==> config.mk <==
export PLATFORM = sky130hd
export DESIGN_NAME = pc_update_unit
export DESIGN_NICKNAME = d
export VERILOG_FILES = /design/src/rtl/pc_update_pkg.sv /design/src/rtl/pc_target_calc.sv /design/src/rtl/pc_update_unit.sv
export SDC_FILE = /design/constraint.sdc
export NUM_CORES = 1
export LEC_CHECK = 0
export ABC_AREA = 1
export CORE_UTILIZATION = 25
export CTS_CLUSTER_SIZE = 16
export DETAILED_ROUTE_END_ITERATION = 6
export PLACE_DENSITY_LB_ADDON = 0.12
export SLEW_MARGIN = 20
export SYNTH_ARGS = -nofsm -noshare
export SYNTH_HDL_FRONTEND = slang
export SYNTH_SLANG_ARGS = --single-unit
==> constraint.sdc <==
create_clock -name clk -period 3.5 [get_ports clk]
set_clock_uncertainty 0.1 [all_clocks]
set_input_delay 0.525 -clock clk [delete_from_list [all_inputs] [get_ports clk]]
set_output_delay 0.525 -clock clk [all_outputs]
set_load 0.02 [all_outputs]
==> src/rtl/pc_update_pkg.sv <==
// Shared types and constants for the program-counter update stage.
package pc_update_pkg;

   typedef enum logic [1:0] {
      KIND_SEQ    = 2'd0,
      KIND_BRANCH = 2'd1,
      KIND_JUMP   = 2'd2,
      KIND_JR     = 2'd3
   } req_kind_e;

   typedef enum logic [1:0] {
      ST_IDLE   = 2'd0,
      ST_CALC   = 2'd1,
      ST_COMMIT = 2'd2
   } state_e;

   localparam logic [31:0] PC_STEP = 32'd4;

endpackage

==> src/rtl/pc_target_calc.sv <==
// Combinational next-PC computation from the captured request operands and the old PC.
module pc_target_calc
   import pc_update_pkg::*;
(
   input  req_kind_e   kind,
   input  logic        taken,
   input  logic [15:0] imm16,
   input  logic [25:0] jaddr26,
   input  logic [31:0] reg_target,
   input  logic [31:0] pc,
   output logic [31:0] target,
   output logic        misalign,
   output logic        redirect
);

   logic [31:0] pc4;
   logic [31:0] branch_off;

   assign pc4        = pc + PC_STEP;
   assign branch_off = {{14{imm16[15]}}, imm16, 2'b00};

   // A rejected JR leaves the PC where it is, so the target falls back to the old PC.
   always_comb begin
      target   = pc4;
      misalign = 1'b0;
      unique case (kind)
         KIND_SEQ:    target = pc4;
         KIND_BRANCH: target = taken ? (pc4 + branch_off) : pc4;
         KIND_JUMP:   target = {pc4[31:28], jaddr26, 2'b00};
         KIND_JR: begin
            if (reg_target[1:0] != 2'b00) begin
               misalign = 1'b1;
               target   = pc;
            end else begin
               target   = reg_target;
            end
         end
         default:     target = pc4;
      endcase
      redirect = !misalign && (target != pc4);
   end

endmodule

==> src/rtl/pc_update_unit.sv <==
// Architectural PC holder: accepts one update request, computes the target, commits it two edges later.
// Optional branch statistics counters are enabled with `define PC_BRANCH_STATS_EN.
module pc_update_unit
   import pc_update_pkg::*;
#(
   parameter logic [31:0] RESET_PC = 32'h0000_0000,
   parameter int          STAT_W   = 16
) (
   input  logic        clk,
   input  logic        rst_n,
   input  logic        req_valid,
   output logic        req_ready,
   input  logic [1:0]  req_kind,
   input  logic        branch_taken,
   input  logic [15:0] imm16,
   input  logic [25:0] jaddr26,
   input  logic [31:0] reg_target,
   output logic [31:0] pc,
   output logic [31:0] pc_plus4,
   output logic        done,
   output logic        redirect,
   output logic        misalign_err
`ifdef PC_BRANCH_STATS_EN
   ,
   output logic [STAT_W-1:0] taken_cnt,
   output logic [STAT_W-1:0] not_taken_cnt
`endif
);

   state_e      state;
   req_kind_e   cap_kind;
   logic        cap_taken;
   logic [15:0] cap_imm;
   logic [25:0] cap_jaddr;
   logic [31:0] cap_reg;

   logic [31:0] calc_target;
   logic        calc_misalign;
   logic        calc_redirect;
   logic [31:0] tgt_q;
   logic        misalign_q;
   logic        redirect_q;

   assign pc_plus4  = pc + PC_STEP;
   assign req_ready = (state == ST_IDLE) && !done;

   pc_target_calc u_calc (
      .kind       (cap_kind),
      .taken      (cap_taken),
      .imm16      (cap_imm),
      .jaddr26    (cap_jaddr),
      .reg_target (cap_reg),
      .pc         (pc),
      .target     (calc_target),
      .misalign   (calc_misalign),
      .redirect   (calc_redirect)
   );

   // The PC cannot move between acceptance and commit, so the CALC stage sees the same old PC.
   always_ff @(posedge clk or negedge rst_n) begin
      if (!rst_n) begin
         state        <= ST_IDLE;
         pc           <= RESET_PC;
         done         <= 1'b0;
         redirect     <= 1'b0;
         misalign_err <= 1'b0;
         cap_kind     <= KIND_SEQ;
         cap_taken    <= 1'b0;
         cap_imm      <= '0;
         cap_jaddr    <= '0;
         cap_reg      <= '0;
         tgt_q        <= '0;
         misalign_q   <= 1'b0;
         redirect_q   <= 1'b0;
`ifdef PC_BRANCH_STATS_EN
         taken_cnt     <= '0;
         not_taken_cnt <= '0;
`endif
      end else begin
         done         <= 1'b0;
         redirect     <= 1'b0;
         misalign_err <= 1'b0;
         unique case (state)
            ST_IDLE: begin
               if (req_valid && req_ready) begin
                  cap_kind  <= req_kind_e'(req_kind);
                  cap_taken <= branch_taken;
                  cap_imm   <= imm16;
                  cap_jaddr <= jaddr26;
                  cap_reg   <= reg_target;
                  state     <= ST_CALC;
               end
            end
            ST_CALC: begin
               tgt_q      <= calc_target;
               misalign_q <= calc_misalign;
               redirect_q <= calc_redirect;
               state      <= ST_COMMIT;
            end
            ST_COMMIT: begin
               pc           <= tgt_q;
               done         <= 1'b1;
               redirect     <= redirect_q;
               misalign_err <= misalign_q;
`ifdef PC_BRANCH_STATS_EN
               if (cap_kind == KIND_BRANCH) begin
                  if (cap_taken) begin
                     if (taken_cnt != '1)
                        taken_cnt <= taken_cnt + STAT_W'(1);
                  end else begin
                     if (not_taken_cnt != '1)
                        not_taken_cnt <= not_taken_cnt + STAT_W'(1);
                  end
               end
`endif
               state <= ST_IDLE;
            end
            default: state <= ST_IDLE;
         endcase
      end
   end

endmodule
==> results of run 1 <==
area by class of cell:
type	instances	area share
Multi-Input combinational cell	1259	0.419
Sequential cell	148	0.227
Timing Repair Buffer	414	0.216
Inverter	256	0.0595
Tap cell	539	0.0413
Clock buffer	23	0.0305
Clock inverter	9	0.00705
critical path: cells and delay by family, from the launching register on:
family / cells / cell delay (ps)
xor gates and xnor gates: 1 / 210
and+or+nand+nor: 23 / 1820
AOI/OAI and AO/OA: 1 / 170
DFF: 1 / 360
adders and majority gates: 2 / 410
buffers and inverters: 4 / 370
timing repair:
action                                  CTS  global route
setup buffers                            18            16
endpoints found under the setup margin   12             8
gates resized for setup                 127           105
pin swaps                                30            77
cloned                                    0             0
layout by cell type (no fill, tap or decap), types with 3 or more instances in the layout:
master	n
sky130_fd_sc_hd__nor3_1	5
sky130_fd_sc_hd__dfrtp_2	7
sky130_fd_sc_hd__clkbuf_16	17
sky130_fd_sc_hd__nand3b_1	3
sky130_fd_sc_hd__nand4_1	12
sky130_fd_sc_hd__xor2_4	3
sky130_fd_sc_hd__xor2_2	3
sky130_fd_sc_hd__ha_1	10
sky130_fd_sc_hd__nor3_2	4
sky130_fd_sc_hd__o211ai_1	5
sky130_fd_sc_hd__nand2_1	554
sky130_fd_sc_hd__clkinv_2	3
sky130_fd_sc_hd__o21ai_2	6
sky130_fd_sc_hd__dfrtp_1	141
sky130_fd_sc_hd__nand2_4	11
sky130_fd_sc_hd__nor2_2	21
sky130_fd_sc_hd__buf_4	259
sky130_fd_sc_hd__nand3_4	4
sky130_fd_sc_hd__ha_4	24
sky130_fd_sc_hd__buf_6	7
sky130_fd_sc_hd__a21oi_1	26
sky130_fd_sc_hd__clkbuf_8	5
sky130_fd_sc_hd__nand3_1	123
sky130_fd_sc_hd__inv_6	4
sky130_fd_sc_hd__nor2_4	22
sky130_fd_sc_hd__nand3_2	15
sky130_fd_sc_hd__nand2_2	77
sky130_fd_sc_hd__inv_1	227
sky130_fd_sc_hd__o21ai_0	194
sky130_fd_sc_hd__a21oi_2	17
sky130_fd_sc_hd__inv_2	21
sky130_fd_sc_hd__clkdlybuf4s50_1	146
sky130_fd_sc_hd__nor2_1	85
sky130_fd_sc_hd__clkinv_1	4
sky130_fd_sc_hd__o21ai_1	21
where the power goes:
| part | switching [uW] | internal [uW] | leakage (uW) | total, uW |
|---|---|---|---|---|
| registers | 642 | 2470 | 0.00186 | 3110 |
| clock network | 821 | 1150 | 0.000297 | 1970 |
| logic | 6650 | 4490 | 0.00592 | 11100 |
how the worst max path moves through the flow:
stage,from,end,slack (ps),depth (start not counted)
after global routing,pc[3]$_DFFE_PN0P_,redirect_q$_DFFE_PN0N_,-380,26
after floorplan,pc[3]$_DFFE_PN0P_,redirect_q$_DFFE_PN0N_,20,27
after CTS,pc[2]$_DFFE_PN0P_,redirect_q$_DFFE_PN0N_,-20,32
after global placement,pc[2]$_DFFE_PN0P_,redirect_q$_DFFE_PN0N_,-560,25
final,pc[3]$_DFFE_PN0P_,redirect_q$_DFFE_PN0N_,-60,31
after detailed placement,pc[2]$_DFFE_PN0P_,redirect_q$_DFFE_PN0N_,-530,25
stage by stage:
step | utilization | cells | TNS, ps | cell area, sq um | hold WS, ps
global placement | 0.343 | 2582 | -1880 | 14500 | 358
CTS | 0.374 | 2632 | -16.6 | 15800 | 29.7
floorplan | - | 1720 | 0 | 10800 | 129
finish | 0.387 | 2648 | -61.7 | 16300 | 10.6
global route | 0.387 | 2648 | -523 | 16300 | 70.0
detailed placement | 0.343 | 2582 | -1620 | 14500 | 361
cell families (layout without fill, tap and decap cells):
family                   count (synthesis)  count (layout)
XOR/XNOR                                 7               7
AO/OA/AOI/OAI                          273             273
buffers and inverters                  313             702
AND/OR/NAND/NOR                        943             943
adder cells (fa/ha/maj)                 36              36
flip-flops                             148             148
metal layers:
metal  GRT usage  wire length [um]  vias to the layer above
met5           0                 0                        -
met4      0.0599               840                        0
met3      0.0218              1750                       37
met2       0.322             19900                      266
met1       0.307             23100                     5654
li1            -                 -                     6144
==> results.sh, run 1 <==
export IMPL_fp_row_count=75
export IMPL_grt_pass1_vias=11800
export IMPL_fmaxAchievable_mhz=281
export IMPL_vias_per_cell=4.57
export IMPL_final_seq_area_sq_um=3710
export IMPL_number_of_remaining_drc_errors=0
export IMPL_power_leakage_uw=0.00807
export IMPL_fin_crit_ps=3560
export IMPL_crit_slowest_cell="sky130_fd_sc_hd__dfrtp_1"
export IMPL_synthesized_area_per_cell_sq_um=6.27
export IMPL_cts_hold_buf=0
export IMPL_vias=12100
export IMPL_hold_class="input port to asynchronous set/reset pin"
export IMPL_path_max_fanout=3
export IMPL_num_antenna_cells=0
export IMPL_post_synth_main_area_contributors="sky130_fd_sc_hd__dfrtp_1 (34%), sky130_fd_sc_hd__nand2_1 (22%), sky130_fd_sc_hd__o21ai_0 (9.1%)"
export IMPL_netlist_top_cell_by_area="sky130_fd_sc_hd__dfrtp_1"
export IMPL_fill_cells=4529
export IMPL_timing_critical_path_slowest_cell_delay_ps=360
export IMPL_post_route_clock_period_utilization=1.02
export IMPL_crit_type="flop to flop"
export IMPL_synth_most_common_cell="sky130_fd_sc_hd__nand2_1"
export IMPL_violations_in_the_final_reports="setup timing"
export IMPL_synth_cell_types=37
export IMPL_post_synthesis_share_of_cell_area_spent_on_xor_and_xnor_gates=0.00569
export IMPL_sinks_on_clock_net=148
export IMPL_cts_buffer_depth=2
export IMPL_place_gp_congestion=0.878
export IMPL_yosys_area_share_simple=0.366
export IMPL_multiInputGateArea_sq_um=6830
export IMPL_fin_total_pwr_uw=16200
export IMPL_synth_adder_area_share=0.0425
export IMPL_synthToLayoutAreaGrowth_pct=51.5
export IMPL_detailedPlacementHpwl_um=36000
export IMPL_worst_slew_margin_rel=0.460
export IMPL_reg2regPathDepth=31
export IMPL_setup_repair_after_global_routing_missed_its_margin="true"
export IMPL_floorplan_die_area_sq_um=44000
export IMPL_groute_usage_overall=0.209
export IMPL_numCtsBuffers=17
export IMPL_max_cap_viol_count=0
export IMPL_global_route_wire_length_before_repair_um=69200
export IMPL_register_clock_pin_slew_on_the_reported_worst_setup_and_hold_paths_ps=60
export IMPL_reg2reg_from="pc[3]$_DFFE_PN0P_"
export IMPL_ys_seq_elements=148
export IMPL_io_buffer_count=147
export IMPL_drt_antenna_violating_nets=0
export IMPL_worstSetupEndpointType="flop"
export IMPL_clk_insertion_delay_late_ps=450
export IMPL_final_setup_viol_count=1
export IMPL_drt_iter0_drc=732
export IMPL_antenna_violations_before_repair=0
export IMPL_worstReg2RegEnd="redirect_q$_DFFE_PN0N_"
export IMPL_synth_top_area_share=0.344
export IMPL_die_width_um=210
export IMPL_grt_ovfl_total=0
export IMPL_totalWireLength_um=45500
export IMPL_synth_warning_count=0
export IMPL_synth_async_reset_ratio=1.00
export IMPL_synth_mux_area_frac=0
export IMPL_synth_edff_count=0
export IMPL_run_status="finished with violations"
export IMPL_power_density_nw_per_um2=994
export IMPL_i_o_pin_count=148
export IMPL_cts_tree="yes"
export IMPL_synthesis_instances=1720
export IMPL_cts_htree_levels=4
export IMPL_drt_pass1_iter_count=5
export IMPL_tightest_slew_ps=809
export IMPL_synth_cell_area_sq_um=10800
export IMPL_worstPathArrival_ps=3790
export IMPL_synth_top_family_by_area="simple AND/OR/NAND/NOR gates"
export IMPL_start_util=0.255
export IMPL_cts_root_buffer_cell="sky130_fd_sc_hd__clkbuf_16"
export IMPL_nets=2212
export IMPL_post_route_cells_drive_above_1_share=0.257
export IMPL_dp_worst_setup_slack_ps=-534
export IMPL_report_final_slew_viol_count=0
export IMPL_largest_net_degree_at_the_start_of_global_routing=71
export IMPL_peakVddDrop_mv=0.596
export IMPL_synth_sequential_area_ratio=0.344
export IMPL_worst_r2r_setup_slack_ps=-60
export IMPL_route_detailed_wl_per_inst_um=17.2
export IMPL_startpoint_type="flop"
export IMPL_post_route_worst_setup_slack_ps=-61.7
export IMPL_yosys_most_used_dff="sky130_fd_sc_hd__dfrtp_1"
export IMPL_crit_required_ps=3730
export IMPL_most_common_library_cells_after_synthesis="sky130_fd_sc_hd__nand2_1 (627), sky130_fd_sc_hd__inv_1 (239), sky130_fd_sc_hd__o21ai_0 (195)"
export IMPL_mappedNetlistNets=1836
export IMPL_final_hold_violation_count=0
export IMPL_core_area_sq_um=42200
export IMPL_die_y_um=210
export IMPL_synth_compound_area_share=0.130
(Power assumes the default switching activity.)
==> run 2, diff against run 1 <==
Settings changed: GPL_TIMING_DRIVEN set to 0.
==> run 2 against run 1 <==
The run still ends with setup timing left. Utilization shrank 2.6 points. Hold slack gained 360 ps. Register-to-register slack lost 60 ps. Die area is the same. Count of clock-buffer cells in the layout shrank 4.
==> results.sh, run 2 (synthesized netlist as in run 1, its figures left out) <==
export IMPL_run_status="finished with violations"
export IMPL_violations_in_the_final_reports="setup timing"
export IMPL_nets=2083
export IMPL_sinks_on_clock_net=148
export IMPL_fin_total_pwr_uw=15300
export IMPL_tightest_slew_ps=976
export IMPL_final_common_cell="sky130_fd_sc_hd__nand2_1"
export IMPL_cts_root_buffer_cell="sky130_fd_sc_hd__clkbuf_16"
export IMPL_number_of_remaining_drc_errors=0
export IMPL_worstPathArrival_ps=3860
export IMPL_crit_slowest_cell="sky130_fd_sc_hd__dfrtp_2"
export IMPL_die_width_um=210
export IMPL_internal_power_uw=7280
export IMPL_post_route_clock_period_utilization=1.04
export IMPL_numCtsBuffers=17
export IMPL_timing_critical_path_slowest_cell_delay_ps=410
export IMPL_route_detailed_wl_per_inst_um=18.3
export IMPL_crit_required_ps=3740
export IMPL_core_area_sq_um=42200
export IMPL_clk_insertion_delay_late_ps=450
export IMPL_post_route_cells_drive_above_1_share=0.186
export IMPL_setup_tns_final_ps=-123
export IMPL_i_o_pin_count=148
export IMPL_grt_ovfl_total=0
export IMPL_place_gp_congestion=0.888
export IMPL_drt_pass1_iter_count=5
export IMPL_worst_r2r_setup_slack_ps=-120
export IMPL_total_switching_power_uw=7980
export IMPL_path_delay_family="simple AND/OR/NAND/NOR gates"
export IMPL_cpMostUsedCell="sky130_fd_sc_hd__nand2_1"
export IMPL_largest_net_degree_at_the_start_of_global_routing=90
export IMPL_floorplan_die_area_sq_um=44000
export IMPL_power_sequential_fraction=0.210
export IMPL_worstSetupEndpointType="flop"
export IMPL_cts_tree="yes"
export IMPL_cts_htree_levels=4
export IMPL_power_leakage_uw=0.00728
export IMPL_grt_pass1_vias=11500
export IMPL_die_y_um=210
export IMPL_holdWs_ps=373
export IMPL_post_route_worst_setup_slack_ps=-123
export IMPL_path_max_fanout=5
export IMPL_synthToLayoutAreaGrowth_pct=41.1
export IMPL_drt_iter0_drc=793
export IMPL_vias=11800
export IMPL_fmaxAchievable_mhz=276
export IMPL_holdPathEnd="cap_jaddr[2]$_DFFE_PN0P_"
export IMPL_power_switching_fraction=0.523
export IMPL_power_combinational_fraction=0.651
export IMPL_hold_path_startpoint="cap_jaddr[2]$_DFFE_PN0P_"
export IMPL_hold_path_depth=2
export IMPL_layout_cells_most_common_list="sky130_fd_sc_hd__nand2_1 (568), sky130_fd_sc_hd__inv_1 (220), sky130_fd_sc_hd__o21ai_0 (189), sky130_fd_sc_hd__clkdlybuf4s50_1 (146), sky130_fd_sc_hd__nand3_1 (129)"
export IMPL_clock_power_share=0.138
export IMPL_vias_per_cell=4.67
export IMPL_report_final_slew_viol_count=0
export IMPL_fin_crit_ps=3620
export IMPL_max_cap_viol_count=0
export IMPL_fp_row_count=75
export IMPL_crit_type="flop to flop"
export IMPL_detailedPlacementHpwl_um=36000
export IMPL_cts_buffer_depth=2
export IMPL_worstReg2RegEnd="redirect_q$_DFFE_PN0N_"
export IMPL_path_buf_inv=4
export IMPL_hold_class="flop to flop"
export IMPL_start_util=0.255
export IMPL_setup_repair_after_global_routing_missed_its_margin="true"
export IMPL_io_buffer_count=147
export IMPL_power_density_nw_per_um2=1000
export IMPL_num_antenna_cells=0
export IMPL_startpoint_type="flop"
export IMPL_final_setup_viol_count=1
export IMPL_totalWireLength_um=46100
export IMPL_antenna_violations_before_repair=0
export IMPL_register_clock_pin_slew_on_the_reported_worst_setup_and_hold_paths_ps=70
export IMPL_reg2reg_from="pc[11]$_DFFE_PN0P_"
export IMPL_peakVddDrop_mv=0.415
export IMPL_groute_usage_overall=0.212
export IMPL_dp_worst_setup_slack_ps=-995
export IMPL_drt_antenna_violating_nets=0
export IMPL_reg2regPathDepth=29
export IMPL_final_hold_violation_count=0
export IMPL_worst_slew_margin_rel=0.349
export IMPL_global_route_wire_length_before_repair_um=69400
[run 2: how the worst max path moves through the flow]
stage | start | to | slack, ps | cells past startpoint
final | pc[11]$_DFFE_PN0P_ | redirect_q$_DFFE_PN0N_ | -120 | 29
after global routing | pc[3]$_DFFE_PN0P_ | redirect_q$_DFFE_PN0N_ | -420 | 29
after CTS | pc[3]$_DFFE_PN0P_ | redirect_q$_DFFE_PN0N_ | -150 | 28
after detailed placement | pc[2]$_DFFE_PN0P_ | redirect_q$_DFFE_PN0N_ | -990 | 27
after global placement | rst_n | pc[2]$_DFFE_PN0P_ | -5460 | 1
after floorplan | pc[3]$_DFFE_PN0P_ | redirect_q$_DFFE_PN0N_ | 20 | 27
[run 2: through the flow]
step	std cells	cell area [sq um]	util
global route	2518	15200	0.360
detailed placement	2407	13000	0.307
floorplan	1720	10800	-
finish	2518	15200	0.360
global placement	2406	12900	0.306
CTS	2499	14700	0.349
[run 2: what timing repair did]
action	CTS	global route
hold buffers	1	0
hold endpoints to repair	59	0
setup endpoints to repair	32	10
pin swaps	29	51
gates cloned	0	0
gates resized for setup	164	94
setup buffers	60	19
[run 2: final cells by class]
class / count / area, sq um
fillers: 4604 / 27000
repair buffers: 228 / 2110
well taps: 539 / 674
clock inverters: 12 / 205
clock buffers: 19 / 443
plain buffers: 57 / 249
flip-flops and latches: 148 / 3740
inverters: 256 / 975
multi-input cells: 1259 / 6820
[run 2: power by group through the flow]
| stage | Combinational, uW | Sequential [uW] | Clock (uW) |
|---|---|---|---|
| 6_report | 9940 | 3210 | 2110 |
| 4_1_cts | 9410 | 3190 | 2150 |
| 2_1_floorplan | 5210 | 3090 | 0 |
| 5_1_grt | 11000 | 3310 | 2210 |
| 3_3_place_gp | 8310 | 3230 | 0 |
| 3_5_place_dp | 8360 | 3220 | 0 |
[run 2: worst reg2reg max path, delay by kind of cell, from the launching register on]
family	cells	cell delay (ps)
simple gates	24	2430
flops	1	410
fa+ha+maj	1	320
buf+inv	4	240
[run 2: layer usage]
metal | GRT usage | up-vias | part of all wire
met2 | 0.345 | 298 | 0.46
li1 | - | 5908 | -
met4 | 0.0594 | 0 | 0.018
met3 | 0.0224 | 34 | 0.039
met5 | 0 | - | 0
met1 | 0.297 | 5512 | 0.49
